File: src/rtl/dct_mac_pkg.sv
// Shared widths and helpers for the DCT multiply-accumulate datapath.
// Used by dct_mac_pipe and dct_mac_sat (which also serves the zigzag quantiser).
package dct_mac_pkg;

    localparam int DEF_DATA_W  = 8;
    localparam int DEF_COEF_W  = 12;
    localparam int DEF_ACC_LEN = 8;
    localparam int DEF_SHIFT   = 4;
    localparam int DEF_OUT_W   = 12;

    // Common signed width in which saturation decisions are made.
    localparam int SAT_W = 64;

    typedef logic signed [SAT_W-1:0] wide_t;

    // pos is meaningful only when ovf is set: 1 = clip to max, 0 = clip to min.
    typedef struct packed {
        logic ovf;
        logic pos;
    } sat_t;

    function automatic int acc_width(input int data_w, input int coef_w, input int acc_len);
        return data_w + coef_w + $clog2(acc_len);
    endfunction

    function automatic sat_t saturate(input wide_t s, input int out_w);
        sat_t  r;
        wide_t lim;
        lim   = wide_t'(1) <<< (out_w - 1);
        r.pos = (s >= lim);
        r.ovf = r.pos || (s < -lim);
        return r;
    endfunction

endpackage

File: src/rtl/dct_mac_sat.sv
// Combinational scale / optional round / saturate stage.
// Define DCT_MAC_ROUND_EN for round-half-up before the shift; otherwise the shift truncates.
module dct_mac_sat
    import dct_mac_pkg::*;
#(
    parameter int IN_W  = DEF_DATA_W + DEF_COEF_W + 3,
    parameter int SHIFT = DEF_SHIFT,
    parameter int OUT_W = DEF_OUT_W
) (
    input  logic signed [IN_W-1:0]  sum,
    output logic signed [OUT_W-1:0] data,
    output logic                    ovf
);

`ifdef DCT_MAC_ROUND_EN
    // One extra bit so adding the half-LSB can never wrap.
    localparam int SC_W = IN_W + 1;

    logic signed [SC_W-1:0] half;
    logic signed [SC_W-1:0] rounded;
    logic signed [SC_W-1:0] scaled;

    always_comb begin
        half          = '0;
        half[SHIFT-1] = 1'b1;
    end

    assign rounded = $signed({sum[IN_W-1], sum}) + half;
    assign scaled  = rounded >>> SHIFT;
`else
    localparam int SC_W = IN_W;

    logic signed [SC_W-1:0] scaled;

    assign scaled = sum >>> SHIFT;
`endif

    localparam logic signed [OUT_W-1:0] OUT_MAX = {1'b0, {(OUT_W-1){1'b1}}};
    localparam logic signed [OUT_W-1:0] OUT_MIN = {1'b1, {(OUT_W-1){1'b0}}};

    wide_t scaled_wide;
    sat_t  sat;

    assign scaled_wide = {{(SAT_W-SC_W){scaled[SC_W-1]}}, scaled};
    assign sat         = saturate(scaled_wide, OUT_W);
    assign ovf         = sat.ovf;

    always_comb begin
        data = scaled[OUT_W-1:0];
        if (sat.ovf) begin
            data = sat.pos ? OUT_MAX : OUT_MIN;
        end
    end

endmodule

File: src/rtl/dct_mac_pipe.sv
// Pipelined signed MAC: registered product, ACC_LEN-deep accumulation, scaled saturated result.
// Rounding in the output stage is enabled by defining DCT_MAC_ROUND_EN.
module dct_mac_pipe
    import dct_mac_pkg::*;
#(
    parameter int DATA_W  = DEF_DATA_W,
    parameter int COEF_W  = DEF_COEF_W,
    parameter int ACC_LEN = DEF_ACC_LEN,
    parameter int SHIFT   = DEF_SHIFT,
    parameter int OUT_W   = DEF_OUT_W
) (
    input  logic                         clk,
    input  logic                         rst_n,
    input  logic                         clr,
    input  logic                         in_valid,
    output logic                         in_ready,
    input  logic signed [DATA_W-1:0]     in_data,
    input  logic signed [COEF_W-1:0]     in_coef,
    output logic                         out_valid,
    input  logic                         out_ready,
    output logic signed [OUT_W-1:0]      out_data,
    output logic                         out_ovf,
    output logic [$clog2(ACC_LEN)-1:0]   sample_cnt
);

    localparam int PROD_W = DATA_W + COEF_W;
    localparam int ACC_W  = acc_width(DATA_W, COEF_W, ACC_LEN);
    localparam int CNT_W  = $clog2(ACC_LEN);
    localparam logic [CNT_W-1:0] LAST = CNT_W'(ACC_LEN - 1);

    logic signed [PROD_W-1:0] mult_res;
    logic                     m_valid;
    logic signed [ACC_W-1:0]  acc;
    logic signed [ACC_W-1:0]  prod_ext;
    logic signed [ACC_W-1:0]  final_sum;
    logic signed [OUT_W-1:0]  sat_data;
    logic                     sat_ovf;
    logic                     adv;

    // The whole pipeline freezes only while a result sits unaccepted.
    assign adv      = !(out_valid && !out_ready);
    assign in_ready = adv;

    assign prod_ext  = {{(ACC_W-PROD_W){mult_res[PROD_W-1]}}, mult_res};
    assign final_sum = acc + prod_ext;

    dct_mac_sat #(
        .IN_W  (ACC_W),
        .SHIFT (SHIFT),
        .OUT_W (OUT_W)
    ) u_sat (
        .sum  (final_sum),
        .data (sat_data),
        .ovf  (sat_ovf)
    );

    always_ff @(posedge clk or negedge rst_n) begin
        if (!rst_n) begin
            mult_res   <= '0;
            m_valid    <= 1'b0;
            acc        <= '0;
            sample_cnt <= '0;
            out_valid  <= 1'b0;
            out_data   <= '0;
            out_ovf    <= 1'b0;
        end else if (clr) begin
            m_valid    <= 1'b0;
            acc        <= '0;
            sample_cnt <= '0;
            out_valid  <= 1'b0;
        end else if (adv) begin
            mult_res <= PROD_W'(in_data) * PROD_W'(in_coef);
            m_valid  <= in_valid;
            // adv with out_valid set implies out_ready, so any held result transfers now.
            out_valid <= 1'b0;
            if (m_valid) begin
                if (sample_cnt == LAST) begin
                    out_data   <= sat_data;
                    out_ovf    <= sat_ovf;
                    out_valid  <= 1'b1;
                    acc        <= '0;
                    sample_cnt <= '0;
                end else begin
                    acc        <= final_sum;
                    sample_cnt <= sample_cnt + 1'b1;
                end
            end
        end
    end

endmodule

File: config.mk
export PLATFORM = sky130hd
export DESIGN_NAME = dct_mac_pipe
export DESIGN_NICKNAME = d
export VERILOG_FILES = /design/src/rtl/dct_mac_pkg.sv /design/src/rtl/dct_mac_sat.sv /design/src/rtl/dct_mac_pipe.sv
export SDC_FILE = /design/constraint.sdc
export NUM_CORES = 1
export LEC_CHECK = 0
export CAP_MARGIN = 20
export CORE_MARGIN = 4
export CORE_UTILIZATION = 42
export CTS_CLUSTER_DIAMETER = 120
export DETAILED_ROUTE_END_ITERATION = 16
export PLACE_DENSITY = 0.58
export SKIP_LAST_GASP = 1
export SYNTH_ARGS = -nofsm -noshare
export SYNTH_HDL_FRONTEND = slang
export SYNTH_HIERARCHICAL = 1
export SYNTH_SLANG_ARGS = --single-unit
File: constraint.sdc
create_clock -name clk -period 4.37 [get_ports clk]
set_input_delay 0.874 -clock clk [delete_from_list [all_inputs] [get_ports clk]]
set_output_delay 0.874 -clock clk [all_outputs]
set_load 0.02 [all_outputs]
# Yosys cells after proc, flatten, opt, wreduce, memory -nomap -nowiden
# Index checks and enable logic that the tools add are counted.
# Widths: inputs -> output; s select.
# op_classes
eq_ne	2
addsub	2
n_reduce_logical	8
multipliers	1
magnitude_cmp	2
mux	16
bitwise_logic	2
# op_table
operator	n
$mux 23	4
$mux 12	2
$add 23x20->23	1
$mul 8x12->20	1
$ge 19x13->1 const B	1
$lt 19x12->1 const B	1
$mux 3	4
$mux 1	6
$reduce_and 2->1	2
$reduce_and 4->1	1
$add 3x1->3 const B	1
$eq 3x3->1 const B	1
$logic_not 1->1	2
$ne 2x2->1 const B	1
$not 1->1	2
$reduce_bool 2->1	1
$logic_and 1x1->1	1
$logic_or 1x1->1	1
# word_totals
reg_bits	61
in_bits	25

# Longest topological paths before layout
# depth
ltp_word	5
depth_mapped	19
ltp_nobuf	18

# Modules after synthesis
# The synthesis kept the hierarchy.
# modules_own_cells
module	seq_area_each_um2	instances	cells_each	area_each_um2
dct_mac_pipe	1526.5	1	722	6867.8
dct_mac_sat	0.0	1	34	232.7

# Least setup slack after synthesis
# Ideal clock, no wire load.
# synth_timing
path_kind	input to register
startpoint	in in_data[7]
endpoint	reg mult_res[18]
setup_slack_ps	-797
setup_ps	125
required_ps	4245
n_path_buf	1
cell_stages	18
t_arrival_ps	5043
path_cell_list	inv_1 > clkbuf_1 > nor2_1 > fa_1 > fa_1 > fa_1 > inv_1 > fa_1 > inv_1 > ha_1 > a21o_1 > a21oi_1 > o21ai_0 > nor4_1 > o21ai_0 > a31oi_1 > xnor2_1 > mux2_2
# synth_via
elab_chain_len	1
# synth_rtl
item	line_no	rtl
start: declaration	dct_mac_pipe.sv:17	input logic signed [DATA_W-1:0] in_data,
$mul 8x12->20	dct_mac_pipe.sv:72	mult_res <= PROD_W'(in_data) * PROD_W'(in_coef);
end signal: assignment	dct_mac_pipe.sv:72	
end: declaration	dct_mac_pipe.sv:31	logic signed [PROD_W-1:0] mult_res;
# Every way passes these cells.
# A chain may end at the register's enable or synchronous reset.

# Worst setup path in the final report
# layout_timing
startpoint	in in_data[3]
endpoint	reg mult_res[18]
# Same word-level chain as after synthesis.

==> reports/qor.csv <==
stage;metric;value;unit
outcome;outcome;finished, violations left;
outcome;failed_checks;setup timing;
sta;finClkSkew;0.008900;ns
die;die_y;138.0;um
die;rows;47;
finish;drive_gt1_share;25.49;%
finish;num_antenna_cells;0;
finish;area_growth;26.54;%
synth;avgSynthCellArea;9.392;sq um
clocking;postCtsHoldBufs;0;
synth;syn_nets;922;
setup_path;startpoint_type;input pin;
setup_path;worstSetupPathType;in2reg;
power;power_density;597.8;mW/mm^2
die;coreArea;0.01658;sq mm
sta;rsz0062_at_grt;yes;
clocking;tritoncts;yes;
sta;period_share;103.2;%
grt;grt_use_total;17.78;%
sta;setup_viol;7;
synth;yosysTopAreaCellShare;22.56;%
power;internal-power;3.058;mW
power;leakagePower;4.424;nW
synth;yosysUniqueCellTypes;52;
sta;tightest_slew;0.9765;ns
route;wl_per_cell;14.36;um
die;die_w;138.0;um
synth;seq_area_frac_synth;21.50;%
setup_path;crit_required;4.58;ns
setup_path;critPathArrivalTime;4.72;ns
synth;synthArstFlopShare;100.0;%
synth;ys.flop_type;dfrtp_1;
grt;antenna_found_initial;0;
power;p_comb_share;71.2;%
die;boundaryPins;43;
power;switchingPower;2.314;mW
route;drtAntennaViolNets;0;
route;drc;0;
clocking;cts.path.max_buffers;2;
route;drtIter0Drc;233;
finish;fin_util;54.18;%
setup_path;path_max_fanout;5;
power;pwr-share-seq;14.7;%
flow_run;max-cap-violations;0;
die;start_util;42.82;%
finish;nets;1036;
grt;grt_pass1_vias;6113;
clocking;cts-htree-levels;3;
grt;grt_overflow;0;
synth;yosysMostFrequentCell;inv_1;
sta;slew_headroom;34.66;%
clocking;cts_root_buf;clkbuf_16;
synth;syn_inst;756;
min_path;min_path_type;reg2reg;
placement;dp_hpwl;12600;um
clocking;cts.sinks;61;
synth;yosys.area.top_type;fa_1;
die;die_area;0.01905;sq mm
power;power;5.371;mW
placement;dp_slack;-1.205;ns
synth;yosys_warnings;6;
sta;setup_tns;-0.5763;ns
sta;final_max_slew_viol_count;0;
sta;fmax;221.7;MHz
power;p_clk_share;14.1;%
setup_path;end_kind;flip-flop;
synth;synth-seq-cells;61;
route;drtPass1Iterations;4;
power;netSwitchingFraction;43.08;%
grt;grt_max_degree;39;
power;ir_drop;0.0003572;V
clocking;path_clk_slew;0.05;ns
synth;mappedNetlistArea;0.007101;sq mm
clocking;cts_buffers;9;
clocking;insertion_delay;0.33;ns
sta;postLayoutSetupSlackWorst;-0.1415;ns
placement;gp_congestion;0.8763;
route;routed-via-count;5535;
placement;port_buffers;42;
synth;synth-edff-count;0;
synth;synth.top_cells.by_count;inv_1, fa_1, nand2_1;
synth;ys_top_cells_by_area;fa_1, dfrtp_1, ha_1;
grt;grt_pass1_wl;28590;um
route;drt_wl_total;15730;um
sta;fin_crit;4.511;ns
sta;hold_viol;0;
route;vias_per_cell;5.055;
## metrics by stage
stage / instance area (sq um) / instances / hold slack (ns)
after floorplan: 7357 / 756 / 0.4551
after global placement: 8392 / 1065 / 0.4846
after detailed placement: 8392 / 1065 / 0.4855
after CTS: 8890 / 1094 / 0.4967
after global routing: 8985 / 1095 / 0.5218
final: 8985 / 1095 / 0.4900
## cell families after synthesis
kind of cell,after synthesis,synth area share [%]
simple gates,191,13.60
compound gates,157,15.26
buf+inv,146,8.229
fa+ha+maj,141,33.30
flops,61,21.50
xor+xnor,39,4.810
mux,21,3.295
## state kept, by name, summed over array words and instances, names as in the netlist
register    cells
acc            23
m_valid         1
mult_res       20
out_data       12
out_ovf         1
out_valid       1
sample_cnt      3
## layout make-up
class,count,area (sq um)
Tap cell,220,275.3
Sequential cell,61,1526
Clock buffer,10,229.0
Timing Repair inverter,1,7.507
Fill cell,1553,7599
Multi-Input combinational cell,549,5338
Inverter,118,445.4
Timing Repair Buffer,130,1077
Clock inverter,6,86.33
## worst max-delay path: stages
cell and delay (ns):
buf_6 0.10, buf_6 0.12, buf_4 0.13, and2_4 0.13, fa_1 0.46, ha_1 0.30
inv_2 0.04, fa_1 0.47, fa_1 0.56, inv_2 0.04, ha_4 0.20, nor2b_4 0.13
o21ai_4 0.17, a21boi_4 0.09, o31ai_4 0.27, o21ai_1 0.10, a31oi_1 0.20, xnor2_1 0.08
mux2_2 0.25
## metal layers
| layer | vias to the layer above | share of wire [%] | global-route usage [%] |
|---|---|---|---|
| li1 | 2729 | - | - |
| met1 | 2738 | 46 | 23.62 |
| met2 | 54 | 50 | 30.76 |
| met3 | 14 | 2.9 | 3.246 |
| met4 | 0 | 0.99 | 3.328 |
| met5 | - | 0 | 0 |
## worst paths after layout
kind	from	end	slack (ns)	depth (start not counted)
worst min register to register	mult_res[0]	mult_res[0]	0.49	2
worst max-delay path	in_data[3]	mult_res[18]	-0.14	19
min in group asynchronous	rst_n	sample_cnt[1]	0.58	1
worst min-delay path	mult_res[0]	mult_res[0]	0.49	2
max in group asynchronous	rst_n	mult_res[13]	2.90	2
worst max register to register	mult_res[0]	out_data[7]	0.22	12
## power by group through the flow
stage | clock, mW | sequential [mW] | combinational (mW)
after floorplan | 0 | 0.769 | 2.56
after global placement | 0 | 0.801 | 3.44
after detailed placement | 0 | 0.802 | 3.50
after CTS | 0.778 | 0.793 | 3.70
after global routing | 0.807 | 0.807 | 4.33
final | 0.757 | 0.791 | 3.82
## cell usage in the layout, fill, tap and decap left out, types with 8 or more instances in the layout
cell,netlist,layout
buf_6,3,17
mux2_2,19,19
nor3_1,12,11
and2_1,57,47
a21oi_1,27,22
buf_2,2,12
and2_4,0,10
nand2_2,0,9
ha_4,0,8
xor2_1,16,16
nor2_1,27,24
o21ai_0,39,22
inv_1,118,105
dfrtp_1,61,61
o21ai_1,0,12
buf_4,0,76
xnor2_1,23,21
inv_2,0,12
nand2_1,63,53
a21o_1,23,23
fa_1,80,76
a22o_1,22,22
ha_1,61,50
clkdlybuf4s50_1,0,21
clkbuf_16,0,9
## timing repair
item                                    4_1_cts  5_1_grt
buffers inserted                              9        2
resized for setup                           149       24
endpoints found under the setup margin       13       11
gates cloned                                  4        0
pin swaps                                    75       28
Note: power is estimated with default switching activity, not from simulation.
